### src/rtl/colour_map_filter_pkg.sv
// Shared types and the per-channel colour map for colour_map_filter.
// Widths are bounded by the MAX_* limits so one package serves every instance.
package colour_map_pkg;

    localparam int unsigned MAX_CH_W    = 32;
    localparam int unsigned MAX_LEVEL_W = 8;
    localparam int unsigned MAX_NUM_CH  = 16;

    typedef enum logic [1:0] {
        PASS      = 2'd0,
        INVERT    = 2'd1,
        POSTERIZE = 2'd2,
        THRESHOLD = 2'd3
    } mode_e;

    typedef enum logic {
        IDLE   = 1'b0,
        ACTIVE = 1'b1
    } state_e;

    typedef struct packed {
        mode_e                  mode;
        logic [MAX_LEVEL_W-1:0] level;
        logic [MAX_NUM_CH-1:0]  mask;
        logic                   use_en;
    } cfg_t;

    function automatic logic [MAX_CH_W-1:0] map_channel(
        input mode_e                  m,
        input logic [MAX_LEVEL_W-1:0] lvl,
        input logic [MAX_CH_W-1:0]    c,
        input int unsigned            ch_w,
        input int unsigned            level_w
    );
        logic [MAX_CH_W-1:0] ones;
        logic [MAX_CH_W-1:0] low;
        logic [MAX_CH_W-1:0] thr;
        logic [MAX_CH_W-1:0] r;
        int unsigned         l;
        int unsigned         n;
        ones = '1;
        ones = ones >> (MAX_CH_W - ch_w);
        l    = 32'(lvl);
        n    = (l > ch_w) ? ch_w : l;
        low  = (n == 0) ? '0 : (ones >> (ch_w - n));
        // Threshold scales the level into the top LEVEL_W bits of the channel.
        thr  = (l << (ch_w - level_w)) & ones;
        case (m)
            INVERT:    r = (l != 0) ? (~c & ones) : c;
            POSTERIZE: r = c & ones & ~low;
            THRESHOLD: r = (l == 0) ? c : ((c >= thr) ? ones : '0);
            default:   r = c;
        endcase
        return r;
    endfunction

endpackage

### src/rtl/colour_map_filter_skid.sv
// Registered output stage with a one-beat skid; ready_o is a flop (!skid_full),
// never a combinational path from m_ready_i.
module stream_skid_buffer #(
    parameter int unsigned W = 8
) (
    input  logic         clk,
    input  logic         reset,
    input  logic         s_valid_i,
    input  logic [W-1:0] s_data_i,
    output logic         s_ready_o,
    output logic         m_valid_o,
    output logic [W-1:0] m_data_o,
    input  logic         m_ready_i
);

    logic         out_valid_q, out_valid_d;
    logic [W-1:0] out_data_q,  out_data_d;
    logic         skid_valid_q, skid_valid_d;
    logic [W-1:0] skid_data_q,  skid_data_d;
    logic         ready_q;
    logic         in_fire;

    assign in_fire = s_valid_i && ready_q;

    always_comb begin
        out_valid_d  = out_valid_q;
        out_data_d   = out_data_q;
        skid_valid_d = skid_valid_q;
        skid_data_d  = skid_data_q;
        if (!out_valid_q || m_ready_i) begin
            // Output slot frees up: the skid beat is older, so it goes first.
            if (skid_valid_q) begin
                out_valid_d  = 1'b1;
                out_data_d   = skid_data_q;
                skid_valid_d = 1'b0;
            end else begin
                out_valid_d = in_fire;
                if (in_fire) out_data_d = s_data_i;
            end
        end else if (in_fire) begin
            skid_valid_d = 1'b1;
            skid_data_d  = s_data_i;
        end
    end

    always_ff @(posedge clk) begin
        if (!reset) begin
            out_valid_q  <= 1'b0;
            out_data_q   <= '0;
            skid_valid_q <= 1'b0;
            skid_data_q  <= '0;
            ready_q      <= 1'b0;
        end else begin
            out_valid_q  <= out_valid_d;
            out_data_q   <= out_data_d;
            skid_valid_q <= skid_valid_d;
            skid_data_q  <= skid_data_d;
            ready_q      <= !skid_valid_d;
        end
    end

    assign s_ready_o = ready_q;
    assign m_valid_o = out_valid_q;
    assign m_data_o  = out_data_q;

endmodule

### src/rtl/colour_map_filter.sv
// Per-pixel colour map over a valid/ready/sop/eop stream; configuration is
// latched at start-of-packet so a frame is always mapped with one setting.
module colour_map_filter
    import colour_map_pkg::*;
#(
    parameter int unsigned CH_W    = 4,
    parameter int unsigned NUM_CH  = 3,
    parameter int unsigned LEVEL_W = 2
) (
    input  logic                   clk,
    input  logic                   reset,
    input  logic [LEVEL_W-1:0]     freq_flag,
    input  logic                   use_flag,
    input  logic [1:0]             mode,
    input  logic [NUM_CH-1:0]      ch_mask,
    input  logic [CH_W*NUM_CH-1:0] data_in,
    input  logic                   sop_in,
    input  logic                   eop_in,
    input  logic                   valid_in,
    input  logic                   ready_in,
    output logic                   ready_out,
    output logic [CH_W*NUM_CH-1:0] data_out,
    output logic                   sop_out,
    output logic                   eop_out,
    output logic                   valid_out
);

    localparam int unsigned DW = CH_W * NUM_CH;
    localparam int unsigned PW = DW + 2;

    cfg_t                cfg_q, cfg_d, live_cfg, eff_cfg;
    state_e              state_q, state_d;
    logic                accept;
    logic                fwd;
    logic [DW-1:0]       mapped;
    logic [MAX_CH_W-1:0] chan;
    logic                unused_bits;

    always_comb begin
        live_cfg        = '0;
        live_cfg.mode   = mode_e'(mode);
        live_cfg.level  = MAX_LEVEL_W'(freq_flag);
        live_cfg.mask   = MAX_NUM_CH'(ch_mask);
        live_cfg.use_en = use_flag;
    end

    // The sop pixel is mapped with the live inputs it is about to latch.
    assign eff_cfg = sop_in ? live_cfg : cfg_q;
    assign accept  = valid_in && ready_out;
    assign fwd     = sop_in || (state_q == ACTIVE);

    always_comb begin
        state_d = state_q;
        cfg_d   = cfg_q;
        if (accept) begin
            if (sop_in) begin
                cfg_d   = live_cfg;
                state_d = eop_in ? IDLE : ACTIVE;
            end else if (state_q == ACTIVE && eop_in) begin
                state_d = IDLE;
            end
        end
    end

    always_ff @(posedge clk) begin
        if (!reset) begin
            state_q <= IDLE;
            cfg_q   <= '{mode: PASS, level: '0, mask: '1, use_en: 1'b1};
        end else begin
            state_q <= state_d;
            cfg_q   <= cfg_d;
        end
    end

    always_comb begin
        mapped = '0;
        chan   = '0;
        for (int unsigned i = 0; i < NUM_CH; i++) begin
            chan = map_channel(eff_cfg.mode, eff_cfg.level,
                               MAX_CH_W'(data_in[i*CH_W +: CH_W]), CH_W, LEVEL_W);
            mapped[i*CH_W +: CH_W] = eff_cfg.mask[i] ? chan[CH_W-1:0]
                                                     : data_in[i*CH_W +: CH_W];
        end
        if (!eff_cfg.use_en) mapped = '0;
    end

    assign unused_bits = ^{eff_cfg.mask, chan};

    stream_skid_buffer #(
        .W(PW)
    ) u_skid (
        .clk       (clk),
        .reset     (reset),
        .s_valid_i (valid_in && fwd),
        .s_data_i  ({sop_in, eop_in, mapped}),
        .s_ready_o (ready_out),
        .m_valid_o (valid_out),
        .m_data_o  ({sop_out, eop_out, data_out}),
        .m_ready_i (ready_in)
    );

endmodule

### config.mk
export PLATFORM = sky130hd
export DESIGN_NAME = colour_map_filter
export DESIGN_NICKNAME = d
export VERILOG_FILES = /design/src/rtl/colour_map_filter_pkg.sv /design/src/rtl/colour_map_filter_skid.sv /design/src/rtl/colour_map_filter.sv
export SDC_FILE = /design/constraint.sdc
export NUM_CORES = 1
export LEC_CHECK = 0
export BUFFER_PORTS_ARGS = -buffer_cell sky130_fd_sc_hd__buf_2
export CAP_MARGIN = 20
export CORE_MARGIN = 1
export CORE_UTILIZATION = 30
export CTS_BUF_LIST = sky130_fd_sc_hd__clkbuf_2
export CTS_CLUSTER_SIZE = 14
export DETAILED_ROUTE_END_ITERATION = 12
export GPL_ROUTABILITY_DRIVEN = 1
export PLACE_DENSITY = 0.47
export SLEW_MARGIN = 40
export SYNTH_ARGS = -nofsm -noshare
export SYNTH_HDL_FRONTEND = slang
export SYNTH_SLANG_ARGS = --single-unit
### constraint.sdc
create_clock -name clk -period 2.4 [get_ports clk]
set_input_delay 0.12 -clock clk [delete_from_list [all_inputs] [get_ports clk]]
set_output_delay 0.12 -clock clk [all_outputs]
set_load 0.02 [all_outputs]
==> reports/metrics.cfg, run 1 <==
[yosys]
syn_area_um2=2730
avgSynthCellArea_um2=8.54
synth.distinct_cells=60
muxShareOfSynthArea=0.0270
netlist_instances=320
yosysMostFrequentCell=nand2_1
synth_top_family_by_area=compound AO/OA/AOI/OAI gates
ys.flop_type=dfxtp_1
synth_fa_ha_area_frac=0.0321
synth_edf_count=0
yosysWarnings=0
yosys-top-cells-area=dfxtp_1, nand2_1, nand3_1
synth-xor-area-share=0.00321
yosysTopAreaCell=dfxtp_1
synthDominantCellAreaShare=0.337
ys_seq_area_frac=0.337
ys_seq_elements=46
synthArstFlopShare=0
synth_common_cells=nand2_1, dfxtp_1, nand3_1, nor2_1
synth_nets=353
synth_compound_area_frac=0.295
synth-simple-area-share=0.275

[route]
drt_pass1_iterations=5
drt_iter0_markers=117
num_vias=2770
drtAntennaViolNets=0
wire_per_inst_um=17.0
via_per_inst=5.41
finalWirelength_um=8720
drc_errors=0

[global_routing]
grt_first_pass_wirelength_um=13900
antenna_found_initial=0
grt_pass1_vias=2568
grt_overflow=0
track_usage=0.184
grt_start_max_net_pins=35

[min_path]
hp-start=data_in[2]
hp-class=in -> reg

[setup_path]
cp_max_fo=3
r2r_start=cfg_q[19]
reg2reg_slack_ps=40
required_ps=2750
end_kind=flip-flop
arrival_ps=2710
worstSetupStartpoint=cfg_q[19]
crit_path_start_kind=flip-flop
critPathKind=reg -> reg

[power]
pwr-share-comb=0.260
power_frac_seq=0.470
leakage_nw=1.48
sw_frac_of_total=0.323
clockPowerShare=0.270
power_density_nw_per_um2=479
power.switching_uw=552
ir_drop_v=0.000216
totalPowerFinal_mw=1.71
p_int_mw=1.16

[cts]
htree_levels=2
numCtsBuffers=5
clockBufferDepth=2
cts-root-buf=clkbuf_2
cts_tree=built
cts.sink_count=46
clk_latency_ps=440
clkTransAtPathRegs_ps=270

[placed_design]
preCtsSetupSlack_ps=-6.23
io_buffers=41
place_hpwl_um=6490
place_congestion=0.835

[cells_and_area]
fin_nets=436
diodes=0
fill_cells=906
drive_above_1_share=0.292
fin_util=0.408
area_growth_pct=30.8

[timing]
setup_ws_ps=41.5
skew_ps=23.6
setup_viol=0
worst_pin_slew_ps=595
grt_setup_unrepaired=true
relSlewSlack=0.603
finalHoldViolCount=0
max_freq_mhz=424
hold_ws_ps=38.5
finalCritPeriodShare=0.983
period_needed_ps=2360
maxSlewViolCount=0

[floorplan]
die_y_um=97.4
initial_core_util=0.312
io_pins=42
die_w_um=97.4
die_area_um2=9490
core_um2=8760
rows=34

[run]
drv_cap=0

[status]
status=finished clean

[critical path: stages (launching register included)]
cell	delay (ps)
dfxtp_2	390
nor4_4	340
a32oi_1	160
ha_2	230
or3_4	340
o221ai_4	190
nor2_2	100
o21a_1	210
a41oi_2	200
o221ai_1	130
[area by class of cell]
class | instances | area (µm²) | area share
Multi-Input combinational cell | 256 | 1830 | 0.511
Sequential cell | 46 | 923 | 0.258
Timing Repair Buffer | 88 | 598 | 0.167
Tap cell | 108 | 135 | 0.0378
Clock inverter | 2 | 37.5 | 0.0105
Clock buffer | 6 | 30.0 | 0.00841
Inverter | 6 | 22.5 | 0.00630
[through the flow]
stage / setup TNS [ps] / cell area [µm²] / std cells
after floorplan: 0 / 2730 / 320
after global placement: 0 / 3220 / 484
after detailed placement: -6.23 / 3220 / 484
after CTS: 0 / 3450 / 509
after global routing: -796 / 3570 / 512
final: 0 / 3570 / 512
[power groups by stage]
stage | registers [mW] | clock network (mW) | logic [mW]
floorplan | 0.835 | 0 | 0.220
global placement | 0.817 | 0 | 0.394
detailed placement | 0.818 | 0 | 0.394
CTS | 0.804 | 0.473 | 0.416
global route | 0.808 | 0.501 | 0.482
finish | 0.804 | 0.462 | 0.444
[layer usage]
metal | track usage | vias up | part of all wire
met5 | 0 | - | 0
met1 | 0.266 | 1314 | 0.50
li1 | - | 1393 | -
met4 | 0.0407 | 0 | 0.0087
met2 | 0.288 | 57 | 0.45
met3 | 0.0266 | 6 | 0.035
[what timing repair did]
action                                  4_1_cts  5_1_grt
setup buffers                                 1        4
gates resized for setup                       1       18
hold buffers                                 16        0
pin swaps                                     1       18
hold endpoints to repair                     21        0
endpoints found under the setup margin        7       23
[sequential cells by signal, summed over array words and instances, names as in the netlist]
register and cells:
cfg_q 14, u_skid.m_data_o 14, u_skid.skid_data_q 14, state_q 1, u_skid.m_valid_o 1, u_skid.s_ready_o 1
u_skid.skid_valid_q 1
[cell families after synthesis]
group,count (synthesis)
compound gates,99
xor+xnor,1
fa+ha+maj,7
buf+inv,18
flops,46
mux,7
simple gates,142
[cell usage in the layout, fill, tap and decap left out, drive strengths merged, types with 5 or more instances in the layout]
cell type and instances:
a21oi 5, nor2 14, nand3 21, o22ai 8
a21boi 9, a22oi 7, nor2b 5, o21a 6
o221ai 8, clkbuf 6, a22o 9, inv 6
dfxtp 46, o21ai 12, nand2 57, nand4 6
nand2b 9, and3 7, buf 72, ha 7
dlygate4sd3 16
[worst paths after layout]
kind,endpoint,depth (start not counted)
setup reg to reg,u_skid.skid_data_q[0],9
hold reg to reg,u_skid.skid_data_q[10],2
hold / removal,u_skid.skid_data_q[2],3
setup / recovery,u_skid.skid_data_q[0],9
No activity file was read; power rests on OpenSTA's default activity.
==> run 2: changes to the inputs <==
--- a/config.mk
+++ b/config.mk
@@ -5,15 +5,16 @@
 export SDC_FILE = /design/constraint.sdc
 export NUM_CORES = 1
 export LEC_CHECK = 0
+export ABC_AREA = 1
 export BUFFER_PORTS_ARGS = -buffer_cell sky130_fd_sc_hd__buf_2
 export CAP_MARGIN = 20
 export CORE_MARGIN = 1
-export CORE_UTILIZATION = 30
+export CORE_UTILIZATION = 40
 export CTS_BUF_LIST = sky130_fd_sc_hd__clkbuf_2
 export CTS_CLUSTER_SIZE = 14
 export DETAILED_ROUTE_END_ITERATION = 12
 export GPL_ROUTABILITY_DRIVEN = 1
-export PLACE_DENSITY = 0.47
+export PLACE_DENSITY = 0.6
 export SLEW_MARGIN = 40
 export SYNTH_ARGS = -nofsm -noshare
 export SYNTH_HDL_FRONTEND = slang
==> run 2 against run 1 <==
  * The flow now finishes with violations (design-rule violations)
  * Final cell count grew 12%
  * Global-route usage grew 2.0 points
  * Fmax grew 9.0%
  * Total power shrank 10%
  * Critical path depth grew 8
==> reports/metrics.cfg, run 2 <==
[setup_path]
crit_path_start_kind=flip-flop
critPathKind=reg -> reg
slowest_stage=dfxtp_1
critPathTopFamily=simple AND/OR/NAND/NOR gates
critPathMaxStageDelay_ps=380  ; about the same
required_ps=2740  ; about the same
cp_common_cell=nand2_1
r2r_cells=17  ; +8
arrival_ps=2500  ; -210 ps
end_kind=flip-flop
crit_buf_inv=2  ; +2
cp_cell_sequence=inv_1, nand2_1, nand2_1, nand2_1, nand2_1, nand3_1, ha_1, inv_1, nand3_1, nand2_2, nand3_1, nand2_1, nand3_1, nand2_1, nand2_1, nand2_1, a21oi_1
cp_max_fo=6  ; +3
crit_cells=17  ; +8

[cts]
clkTransAtPathRegs_ps=290  ; +20 ps
post_cts_buffers=0  ; -1
clockBufferDepth=2  ; unchanged
numCtsBuffers=5  ; unchanged
htree_levels=2  ; unchanged
clk_latency_ps=450  ; about the same
cts.sink_count=46  ; unchanged
cts_tree=built
cts-root-buf=clkbuf_2

[route]
drt_pass1_iterations=8  ; +3
num_vias=2874  ; +3.8%
via_per_inst=5.03  ; -7.0%
drt_iter0_markers=194  ; +66%
wire_per_inst_um=12.0  ; -29%
drc_errors=3  ; +3
drtAntennaViolNets=0  ; unchanged
finalWirelength_um=6870  ; -21%

[timing]
fin_setup_tns_ps=0  ; unchanged
setup_viol=0  ; unchanged
finalHoldViolCount=0  ; unchanged
hold_ws_ps=100  ; +61.5 ps
period_needed_ps=2160  ; -195 ps
relSlewSlack=0.639  ; +0.0360
max_freq_mhz=462  ; +9.0%
grt_setup_unrepaired=false
finalCritPeriodShare=0.902  ; -0.0811
skew_ps=43.8  ; +20.2 ps
worst_pin_slew_ps=541  ; -53.9 ps
maxSlewViolCount=0  ; unchanged

[global_routing]
track_usage=0.204  ; +0.0204
grt_start_max_net_pins=30  ; -14%
antenna_found_initial=0  ; unchanged
grt_first_pass_wirelength_um=12000  ; -13%
grt_overflow=0  ; unchanged
grt_pass1_vias=2672  ; +4.0%

[cells_and_area]
drive_above_1_share=0.152  ; -0.140
multiInputGateArea_um2=1570  ; -14%
diodes=0  ; unchanged
fin_nets=526  ; +21%
fill_cells=713  ; -21%
layout_commonest_cell=nand2_1
final_cell_mix=nand2_1, a21oi_1, nor2_1
area_growth_pct=13.3
regArea_um2=921  ; -0.27%

[floorplan]
io_pins=42  ; unchanged
rows=29  ; -15%
core_um2=6490  ; -26%
die_y_um=85.0  ; -13%
initial_core_util=0.424  ; +0.112
die_area_um2=7220  ; -24%
die_w_um=85.0  ; -13%

[min_path]
hp-class=in -> reg
hold_depth=4  ; +1

[status]
violations=design-rule violations
status=complete, but fails checks

[yosys]
synth_edf_count=0  ; unchanged
yosys-top-cells-area=dfxtp_1, nand2_1, a21oi_1
avgSynthCellArea_um2=6.12  ; -28%
synth.distinct_cells=26  ; -57%
yosysTopAreaCell=dfxtp_1
synth_common_cells=nand2_1, a21oi_1, nor2_1, dfxtp_1, inv_1
ys_seq_area_frac=0.334  ; -0.00276
synthDominantCellAreaShare=0.334  ; -0.00276
yosysMostFrequentCell=nand2_1
yosysWarnings=0  ; unchanged
netlist_instances=450  ; +41%
ys.flop_type=dfxtp_1
synthArstFlopShare=0  ; unchanged
syn_area_um2=2750  ; +0.82%
ys_seq_elements=46  ; unchanged
synth_nets=483  ; +37%

[power]
ir_drop_v=0.000282  ; +31%
leakage_nw=1.66  ; +12%
power_density_nw_per_um2=493  ; +2.9%

[placed_design]
place_hpwl_um=5030  ; -23%
place_congestion=0.901  ; +7.9%
io_buffers=41  ; unchanged

[run]
drv_cap=0  ; unchanged

run 2: changes by cell type in the layout (fill, tap and decap cells not counted), moves of 9 or more:
cell / before / now
nor2_1: 11 / 48
a21oi_1: 5 / 49
inv_1: 6 / 40
buf_4: 31 / 6
nand2b_1: 9 / 0
o21ai_1: 1 / 11
a21boi_0: 9 / 0
dlygate4sd3_1: 16 / 6
a22o_1: 9 / 0
nand2_2: 0 / 9
o21ai_0: 5 / 24
nand2_1: 57 / 152
run 2: worst register-to-register path: stages, from the launching register on:
cell and delay, ps:
dfxtp_1 380, inv_1 60, nand2_1 50, nand2_1 120, nand2_1 120, nand2_1 110
nand3_1 110, ha_1 230, inv_1 50, nand3_1 90, nand2_2 150, nand3_1 140
nand2_1 100, nand3_1 90, nand2_1 90, nand2_1 50, nand2_1 60, a21oi_1 60
run 2: what timing repair did:
action / 4_1_cts / 5_1_grt
setup endpoints to repair: 0 / 2
hold buffers: 6 / 0
endpoints found under the hold margin: 10 / 0
resized for setup: 0 / 1
run 2: power by group:
part           switching [mW]  internal, mW
sequential             0.0104         0.788
combinational           0.255         0.133
clock                   0.279        0.0717
total                   0.544         0.993
run 2: path summary, 6_finish.rpt:
path	slack, ps	endpoint	from
hold / removal	100	cfg_q[1]	ch_mask[0]
setup reg to reg	240	u_skid.m_data_o[7]	cfg_q[18]
hold reg to reg	480	cfg_q[25]	cfg_q[25]
setup / recovery	240	u_skid.m_data_o[7]	cfg_q[18]
run 2: metrics by stage:
step | std cells | cell area [µm²] | utilization | setup slack (ps) | total power, mW
floorplan | 450 | 2750 | - | 460 | 1.09
global placement | 557 | 3010 | 0.464 | 301 | 1.19
detailed placement | 557 | 3010 | 0.464 | 245 | 1.19
CTS | 571 | 3120 | 0.480 | 193 | 1.55
global route | 571 | 3120 | 0.480 | 2.99 | 1.64
finish | 571 | 3120 | 0.480 | 236 | 1.54
run 2: area by class of cell:
class / instances / share of cell area
Clock buffer: 5 / 0.00802
Clock inverter: 3 / 0.00682
Inverter: 48 / 0.0577
Multi-Input combinational cell: 339 / 0.502
Sequential cell: 46 / 0.295
Tap cell: 77 / 0.0309
Timing Repair Buffer: 53 / 0.0994
run 2: cells by family after synthesis:
family,count (synthesis),synth area share
and+or+nand+nor,240,0.362
AOI/OAI and AO/OA,92,0.174
buffers and inverters,65,0.0977
DFF,46,0.334
adders and majority gates,7,0.0318
run 2: metal layers:
layer	track usage	vias to the layer above	part of all wire
met5	0	-	0
met4	0.0431	0	0.0080
met3	0.0302	7	0.028
met2	0.353	45	0.47
met1	0.270	1312	0.50
li1	-	1510	-
==> run 3: changes to the inputs <==
--- a/config.mk
+++ b/config.mk
@@ -5,7 +5,7 @@
 export SDC_FILE = /design/constraint.sdc
 export NUM_CORES = 1
 export LEC_CHECK = 0
-export ABC_AREA = 1
+export ABC_AREA = 0
 export BUFFER_PORTS_ARGS = -buffer_cell sky130_fd_sc_hd__buf_2
 export CAP_MARGIN = 20
 export CORE_MARGIN = 1
@@ -14,7 +14,7 @@
 export CTS_CLUSTER_SIZE = 14
 export DETAILED_ROUTE_END_ITERATION = 12
 export GPL_ROUTABILITY_DRIVEN = 1
-export PLACE_DENSITY = 0.6
+export PLACE_DENSITY = 0.58
 export SLEW_MARGIN = 40
 export SYNTH_ARGS = -nofsm -noshare
 export SYNTH_HDL_FRONTEND = slang
==> constraint.sdc (replaced) <==
create_clock -name clk -period 2.15 [get_ports clk]
set_input_delay 0.1075 -clock clk [delete_from_list [all_inputs] [get_ports clk]]
set_output_delay 0.1075 -clock clk [all_outputs]
set_load 0.02 [all_outputs]
==> run 3 against run 2 <==
  * The run ends with negative setup slack left
  * Highest routed layer unchanged
  * Largest cell class unchanged
  * Register-to-register slack worse by 490 ps
  * Clock skew decreased by 28 ps
  * First-iteration DRC count shrank 26%
==> reports/metrics.cfg, run 3 (same netlist as run 1, synthesis figures left out) <==
[cells_and_area]
regArea_um2=926  ; +0.54%
diodes=0  ; unchanged
final_cell_mix=nand2_1, buf_4, dfxtp_1
multiInputGateArea_um2=1890  ; +21%
fin_cells=493  ; -14%
layout_commonest_cell=nand2_1
fill_cells=610  ; -14%
fin_nets=449  ; -15%
final_cell_area_um2=3680  ; +18%
drive_above_1_share=0.334  ; +0.182
fin_util=0.570  ; +0.0897
area_growth_pct=34.8

[power]
power_frac_seq=0.473  ; -0.046
power_density_nw_per_um2=514  ; +4.4%
pwr-share-comb=0.278  ; +0.026
power.switching_uw=595  ; +9.4%
totalPowerFinal_mw=1.89  ; +23%
leakage_nw=1.55  ; -6.2%
p_int_mw=1.30  ; +31%
clockPowerShare=0.249  ; +0.021
sw_frac_of_total=0.314  ; -0.0398
ir_drop_v=0.000312  ; +10%

[placed_design]
dpl_cell_area_um2=3290  ; +9.2%
place_hpwl_um=6320  ; +26%
io_buffers=41  ; unchanged
preCtsSetupSlack_ps=-219  ; -464 ps
place_congestion=0.932  ; +3.4%
dp_cells=465  ; -17%

[global_routing]
grt_start_max_net_pins=22  ; -27%
grt_pass1_vias=2832  ; +6.0%
track_usage=0.250  ; +0.0457
antenna_found_initial=0  ; unchanged
grt_first_pass_wirelength_um=14100  ; +17%
grt_overflow=0  ; unchanged

[cts]
numCtsBuffers=5  ; unchanged
cts_tree=built
cts-root-buf=clkbuf_2
clk_latency_ps=430  ; -20 ps
clockBufferDepth=2  ; unchanged
clkTransAtPathRegs_ps=240  ; -50 ps
htree_levels=2  ; unchanged
cts.sink_count=46  ; unchanged

[floorplan]
die_area_um2=7160  ; -0.80%
rows=29  ; unchanged
die_w_um=84.6  ; -0.40%
die_y_um=84.6  ; -0.40%
initial_core_util=0.423  ; -0.00110
io_pins=42  ; unchanged
core_um2=6460  ; -0.56%

[min_path]
hp-class=in -> reg

[timing]
setup_ws_ps=-252  ; -488 ps
grt_setup_unrepaired=true
finalCritPeriodShare=1.12  ; +0.216
setup_viol=21  ; +21
relSlewSlack=0.645  ; +0.00519
period_needed_ps=2400  ; +238 ps
fin_setup_tns_ps=-3750  ; -3750 ps
hold_ws_ps=32.9  ; -67.0 ps
maxSlewViolCount=0  ; unchanged
skew_ps=16.0  ; -27.8 ps
max_freq_mhz=416  ; -9.9%
finalHoldViolCount=0  ; unchanged
worst_pin_slew_ps=533  ; -7.78 ps

[route]
drt_pass1_iterations=6  ; -2
via_per_inst=5.84  ; +16%
wire_per_inst_um=17.2  ; +43%
num_vias=2877  ; +0.10%
finalWirelength_um=8460  ; +23%
drtAntennaViolNets=0  ; unchanged
drc_errors=0  ; -3
drt_iter0_markers=144  ; -26%

[status]
status=complete, but fails checks
violations=negative setup slack

[setup_path]
critPathTopFamily=compound AO/OA/AOI/OAI gates
critPathMaxStageDelay_ps=390  ; about the same
crit_buf_inv=0  ; -2
slowest_stage=dfxtp_2
end_kind=flip-flop
cp_cell_sequence=nor4_4, a41oi_2, ha_2, or3_4, o221ai_4, o22ai_4, o21ai_2, o311ai_2, a22o_1
crit_path_start_kind=flip-flop
critPathKind=reg -> reg
required_ps=2500  ; -240 ps
arrival_ps=2750  ; +250 ps
cp_max_fo=4  ; -2

[run]
drv_cap=0  ; unchanged

run 3: changes by cell type in the layout (fill, tap and decap cells not counted), sizes merged, moves of 8 or more:
cell,before,now
o21ai,36,12
a22o,0,9
buf,47,87
nand2,161,57
nand2b,0,9
nor2,52,14
a21boi,0,9
a21oi,49,5
o22ai,0,8
inv,45,6
o221ai,0,8
dlygate4sd3,6,14
run 3: area by class of cell:
cell class,count,area share
clock inverters,2,0.00917
multi-input cells,256,0.513
inverters,6,0.00612
flip-flops and latches,46,0.251
clock buffers,5,0.00680
repair buffers,101,0.188
well taps,77,0.0262
run 3: layer usage:
metal  part of all wire  GRT usage  wire length (µm)
met5                  0          0                 0
met4              0.023      0.106               198
met3              0.039     0.0324               333
met2               0.47      0.421              4010
met1               0.46      0.321              3920
run 3: path summary, 6_finish.rpt:
kind / slack [ps] / from / cells after the start / end
max: -250 / cfg_q[19] / 9 / u_skid.skid_data_q[5]
min: 30 / data_in[2] / 3 / u_skid.skid_data_q[2]
max reg2reg: -250 / cfg_q[19] / 9 / u_skid.skid_data_q[5]
min reg2reg: 480 / u_skid.skid_data_q[2] / 2 / u_skid.skid_data_q[2]
run 3: worst reg2reg max path, stage by stage (launching register included):
cell	delay [ps]
dfxtp_2	390
nor4_4	350
a41oi_2	180
ha_2	230
or3_4	340
o221ai_4	240
o22ai_4	120
o21ai_2	140
o311ai_2	140
a22o_1	210
run 3: timing repair:
action,CTS,global route
hold buffers,14,0
gates resized for setup,9,17
setup endpoints to repair,23,24
endpoints found under the hold margin,16,0
buffers inserted,4,3
pin swaps,14,18
run 3: power by group through the flow:
| stage | logic, mW | registers, mW | clock network, mW |
|---|---|---|---|
| 6_report | 0.526 | 0.896 | 0.472 |
| 3_3_place_gp | 0.442 | 0.912 | 0 |
| 4_1_cts | 0.488 | 0.897 | 0.485 |
| 5_1_grt | 0.569 | 0.901 | 0.520 |
| 3_5_place_dp | 0.447 | 0.913 | 0 |
| 2_1_floorplan | 0.249 | 0.932 | 0 |
